**config.mk**
```make
export PLATFORM = sky130hd
export DESIGN_NAME = rv32m_muldiv_unit
export DESIGN_NICKNAME = d
export VERILOG_FILES = /design/src/rtl/rv32m_muldiv_unit.sv
export SDC_FILE = /design/constraint.sdc
export NUM_CORES = 2
export LEC_CHECK = 0
export ABC_AREA = 1
export CORE_MARGIN = 5
export CORE_UTILIZATION = 55
export CTS_CLUSTER_DIAMETER = 30
export CTS_CLUSTER_SIZE = 10
export DETAILED_ROUTE_END_ITERATION = 7
export DONT_BUFFER_PORTS = 1
export PLACE_DENSITY = 0.79
export SLEW_MARGIN = 20
export SYNTH_ARGS = -nofsm -noshare
export SYNTH_HDL_FRONTEND = slang
export SYNTH_SLANG_ARGS = --single-unit
```
**constraint.sdc**
```tcl
create_clock -name clk_i -period 9.7 [get_ports clk_i]
set_clock_uncertainty 0.2 [all_clocks]
set_input_delay 1.455 -clock clk_i [delete_from_list [all_inputs] [get_ports clk_i]]
set_output_delay 1.455 -clock clk_i [all_outputs]
set_load 0.005 [all_outputs]
```
**src/rtl/rv32m_muldiv_unit.sv**
```systemverilog
// rv32m_muldiv_unit: RV32M multiply/divide unit with iterative restoring divider.
// Define RV32M_MULDIV_DIV_BYPASS_EN to finish divide-by-zero/overflow in 2 cycles.
module rv32m_muldiv_unit #(
    parameter int MUL_LATENCY = 2
) (
    input  logic        clk_i,
    input  logic        rst_ni,
    input  logic        valid_i,
    input  logic        inst_mul_i,
    input  logic        inst_mulh_i,
    input  logic        inst_mulhsu_i,
    input  logic        inst_mulhu_i,
    input  logic        inst_div_i,
    input  logic        inst_divu_i,
    input  logic        inst_rem_i,
    input  logic        inst_remu_i,
    input  logic [31:0] operand_ra_i,
    input  logic [31:0] operand_rb_i,
    output logic        ready_o,
    output logic        stall_o,
    output logic [31:0] result_o
);
    typedef enum logic [1:0] {IDLE, MUL, DIV_ITER, DIV_FIX} state_e;
    state_e state_q, state_d;
    logic [2:0] op_q, op_d, op_in;
    logic [4:0] cnt_q, cnt_d;
    logic [31:0] ra_q, ra_d, rb_q, rb_d, rem_q, rem_d, quo_q, quo_d, result_q, result_d;
    logic ready_q, ready_d, stall_q, stall_d;
    logic any_inst, accept, in_signed, special_in, is_signed, ra_neg, rb_neg, div0, ovf;
    logic [31:0] ra_abs_in, dvs, mul_res, div_res;
    logic [32:0] a33, b33, r_shift, diff;
    logic [63:0] prod;

    assign any_inst = |{inst_mul_i, inst_mulh_i, inst_mulhsu_i, inst_mulhu_i,
                        inst_div_i, inst_divu_i, inst_rem_i, inst_remu_i};
    assign accept = valid_i & any_inst & ~stall_q;
    assign op_in = inst_mul_i ? 3'd0 : inst_mulh_i ? 3'd1 : inst_mulhsu_i ? 3'd2 :
                   inst_mulhu_i ? 3'd3 : inst_div_i ? 3'd4 : inst_divu_i ? 3'd5 :
                   inst_rem_i ? 3'd6 : 3'd7;
    assign in_signed = (op_in == 3'd4) | (op_in == 3'd6);
    assign ra_abs_in = (in_signed & operand_ra_i[31]) ? -operand_ra_i : operand_ra_i;
`ifdef RV32M_MULDIV_DIV_BYPASS_EN
    assign special_in = (operand_rb_i == 32'h0) |
                        (in_signed & (operand_ra_i == 32'h8000_0000) & (operand_rb_i == 32'hFFFF_FFFF));
`else
    assign special_in = 1'b0;
`endif

    // ops 0..3 are multiplies; MULHU zero-extends ra, MULHSU/MULHU zero-extend rb
    assign a33 = {(op_q != 3'd3) & ra_q[31], ra_q};
    assign b33 = {~op_q[1] & rb_q[31], rb_q};
    assign prod = 64'($signed(a33) * $signed(b33));
    assign mul_res = (op_q[1:0] == 2'd0) ? prod[31:0] : prod[63:32];

    assign is_signed = (op_q == 3'd4) | (op_q == 3'd6);
    assign ra_neg = is_signed & ra_q[31];
    assign rb_neg = is_signed & rb_q[31];
    assign dvs = rb_neg ? -rb_q : rb_q;
    assign div0 = rb_q == 32'h0;
    assign ovf = is_signed & (ra_q == 32'h8000_0000) & (rb_q == 32'hFFFF_FFFF);
    assign r_shift = {rem_q, quo_q[31]};
    assign diff = r_shift - {1'b0, dvs};
    // op_q[1] distinguishes REM/REMU from DIV/DIVU
    assign div_res = div0 ? (op_q[1] ? ra_q : 32'hFFFF_FFFF) :
                     ovf ? (op_q[1] ? 32'h0 : 32'h8000_0000) :
                     op_q[1] ? (ra_neg ? -rem_q : rem_q) :
                     ((ra_neg ^ rb_neg) ? -quo_q : quo_q);

    always_comb begin
        state_d = state_q;
        op_d = op_q;
        cnt_d = cnt_q;
        ra_d = ra_q;
        rb_d = rb_q;
        rem_d = rem_q;
        quo_d = quo_q;
        result_d = result_q;
        ready_d = 1'b0;
        stall_d = stall_q;
        case (state_q)
            IDLE: if (accept) begin
                op_d = op_in;
                ra_d = operand_ra_i;
                rb_d = operand_rb_i;
                cnt_d = 5'd0;
                rem_d = 32'h0;
                quo_d = ra_abs_in;
                stall_d = 1'b1;
                state_d = ~op_in[2] ? MUL : special_in ? DIV_FIX : DIV_ITER;
            end
            MUL: if (cnt_q == 5'(MUL_LATENCY - 2)) begin
                state_d = IDLE;
                result_d = mul_res;
                ready_d = 1'b1;
                stall_d = 1'b0;
            end else begin
                cnt_d = cnt_q + 5'd1;
            end
            DIV_ITER: begin
                rem_d = diff[32] ? r_shift[31:0] : diff[31:0];
                quo_d = {quo_q[30:0], ~diff[32]};
                cnt_d = cnt_q + 5'd1;
                state_d = (cnt_q == 5'd31) ? DIV_FIX : DIV_ITER;
            end
            DIV_FIX: begin
                state_d = IDLE;
                result_d = div_res;
                ready_d = 1'b1;
                stall_d = 1'b0;
            end
            default: state_d = IDLE;
        endcase
    end

    always_ff @(posedge clk_i or negedge rst_ni) begin
        if (!rst_ni) begin
            state_q <= IDLE;
            op_q <= 3'd0;
            cnt_q <= 5'd0;
            ra_q <= 32'h0;
            rb_q <= 32'h0;
            rem_q <= 32'h0;
            quo_q <= 32'h0;
            result_q <= 32'h0;
            ready_q <= 1'b0;
            stall_q <= 1'b0;
        end else begin
            state_q <= state_d;
            op_q <= op_d;
            cnt_q <= cnt_d;
            ra_q <= ra_d;
            rb_q <= rb_d;
            rem_q <= rem_d;
            quo_q <= quo_d;
            result_q <= result_d;
            ready_q <= ready_d;
            stall_q <= stall_d;
        end
    end

    assign ready_o = ready_q;
    assign stall_o = stall_q;
    assign result_o = result_q;
endmodule

```
==> impl_results.md <==
- Status: completed
- Post-Route WL: 192000 µm
- Actual slew at the worst max-slew pin: 1.21 ns
- Max_cap viols: 0
- Number of synthesized flops with an enable pin: 0
- Finished Core Util: 0.570
- Chip height: 324 µm
- CTS clock-pin slew for the worst setup and hold paths: 0.09 ns
- Boundary Pins: 109
- Slew headroom: 0.191
- Nets: 8505
- Pin count of the biggest net entering global routing: 173
- Tmin final: 9.14 ns
- Endpoint type of the worst setup path: register
- P&R area growth vs syn: 3.37%
- Root Buffer Master: clkbuf_16
- Remaining antenna violation count: 0
- Top area cells in the synthesized netlist: fa_1, nand2_1, inv_1, dfrtp_1, ha_1
- Crit-path max FO: 20
- Global-route wire length before repair: 297000 µm
- Vias in the first global route: 50400
- Yosys reg bits: 172
- Critical path class: register to register
- Post-route cell area: 55900 µm²
- DR vias/cell: 5.78
- Setup violators final: 0
- Highest clock rate: 109 MHz
- Synth cell types: 59
- Die width: 324 µm
- Synth top cells by count: nand2_1, inv_1, fa_1, nor2_1, o21ai_0
- Post-CTS Setup Bufs: 0
- Aggregate global-route resource usage: 0.375
- Most used DFF post-synth: dfrtp_1
- Share of the synthesized area in the top cell type: 0.417
- DRC marker count from the first detailed-route iteration: 4977
- DR pass1 iterations: 8
- Grt ovf: 0
- Core area: 98000 µm²
- Mean area per synthesized cell: 7.46 µm²
- Initial antenna violation count: 7
- Final worst-path cycle share: 0.942
- CP startpoint kind: register
- Sequential share of the synthesized area: 0.0796
- DIE AREA: 105000 µm²
- Drt drc: 0
- Synth area leader: fa_1
- Mapped Cells: 7249
- CP Data Arrival Time: 9.33 ns
- Final Hold Vio Count: 0
- DR vias: 48300
- Clock Path Buffers: 2
- Max-slew violation count: 0
- Most numerous cell in the Yosys netlist: nand2_1
- Most frequent CP cell: fa_1
- Yosys warns: 0
- CTS buffer count: 17
- H-tree levels: 4
- Area post-placement: 55300 µm²
- Setup_tns: 0 ns
- Routed wire per std cell: 23.0 µm
- Fillcell total: 9030
- Post-synthesis async set-or-reset flop share: 1.00
- Unrepaired setup endpoints after global routing: no
- Net Count, Synth: 8706
- Site Rows: 115
- Worst path required time: 9.89 ns
- Num Clock Sinks: 172
- Synthesized area: 54100 µm²
- Layout cells sized above 1: 0.0353
- Slowest stage delay, CP: 1.10 ns
- Hold Crit Class: register to register
- Hpwl dp: 158000 µm
- Port bufs: 0
- Clock latency on the worst-skew pair: 0.52 ns
- Initial Util: 0.552
- CP max stage cell: dfrtp_1
- Gp weighted congestion: 1.03
- CTS tree: yes
## flip-flops by register name (all words and copies together), names as in the netlist
register  flops
cnt_q         5
op_q          3
quo_q        32
ra_q         32
rb_q         32
ready_o       1
rem_q        32
result_o     32
stall_o       1
state_q       2
## layout by cell type (no fill, tap or decap), types with 6 or more instances in the layout
master	synthesis	routed
nand2_1	1918	1918
inv_1	1820	1818
fa_1	1126	1125
nor2_1	389	387
o21ai_0	298	298
nand3_1	282	282
ha_1	256	256
a21oi_1	212	212
dfrtp_1	172	163
buf_4	5	127
nand4_1	75	75
xor2_1	59	59
nor3_1	44	44
o21ai_1	43	43
o211ai_2	23	23
xnor2_1	21	21
o21bai_1	19	19
clkbuf_16	0	17
a31oi_1	12	12
nand3b_1	12	12
o211ai_1	11	11
nor2_2	9	9
inv_2	7	9
nand2_2	9	9
o22ai_1	9	9
dfrtp_2	0	9
nor4_1	7	7
nand3_2	6	6
## through the flow
| step | hold WS, ns | setup WS [ns] | cells |
|---|---|---|---|
| after detailed placement | 0.283 | 0.632 | 8316 |
| after global routing | 0.333 | 0.109 | 8348 |
| final | 0.302 | 0.560 | 8349 |
| after global placement | 0.278 | 0.691 | 8316 |
| after CTS | 0.305 | 0.570 | 8348 |
| after floorplan | 0.264 | 1.71 | 7249 |
## kinds of logic (layout without fill, tap and decap cells)
| logic type | count (synthesis) | count (layout) | share of synthesized area |
|---|---|---|---|
| xor gates and xnor gates | 80 | 80 | 0.0130 |
| buffers and inverters | 2179 | 1991 | 0.154 |
| and+or+nand+nor | 2774 | 2774 | 0.209 |
| DFF | 172 | 172 | 0.0796 |
| adders and majority gates | 1382 | 1382 | 0.476 |
| AOI/OAI and AO/OA | 662 | 662 | 0.0685 |
| other | 0 | 1 | 0 |
## layer usage
layer	routed length [µm]	global-route usage	vias up
met2	85400	0.588	2882
met1	71400	0.484	23800
met3	20400	0.0810	763
li1	-	-	20800
met5	69	0	-
met4	14900	0.223	10
## repair_timing
item / 4_1_cts / 5_1_grt
endpoints found under the setup margin: 0 / 1
hold buffers: 0 / 0
gates resized for setup: 0 / 1
## path summary, 6_finish.rpt
| path | from | endpoint | cells after the start | slack [ns] |
|---|---|---|---|---|
| setup / recovery | ra_q[21] | result_o[5] | 26 | 0.56 |
| hold reg to reg | ra_q[17] | ra_q[17] | 2 | 0.30 |
| max in group asynchronous | rst_ni | rb_q[17] | 0 | 8.38 |
| setup reg to reg | ra_q[21] | result_o[5] | 26 | 0.56 |
| min in group asynchronous | rst_ni | quo_q[4] | 0 | 0.43 |
| hold / removal | ra_q[17] | ra_q[17] | 2 | 0.30 |
## final cells by class
type                            instances  area, µm²  area share
Timing Repair Buffer                  131       1030      0.0185
Antenna cell                            1       2.50   0.0000448
Clock buffer                           18        429     0.00768
Tap cell                             1287       1610      0.0288
Clock inverter                         14        189     0.00338
Inverter                             1828       6860       0.123
Sequential cell                       172       4320      0.0772
Multi-Input combinational cell       4898      41500       0.742
## worst max-delay path, delay by kind of cell (launching register included)
kind,cells,cell delay (ns)
fa+ha+maj,9,4.61
compound gates,5,1.76
flops,1,1.10
buf+inv,7,0.67
simple gates,5,0.61
Power is left out: the tool's default activity adds up to more than one toggle a clock period on the data nets, which glitch-free logic cannot reach.
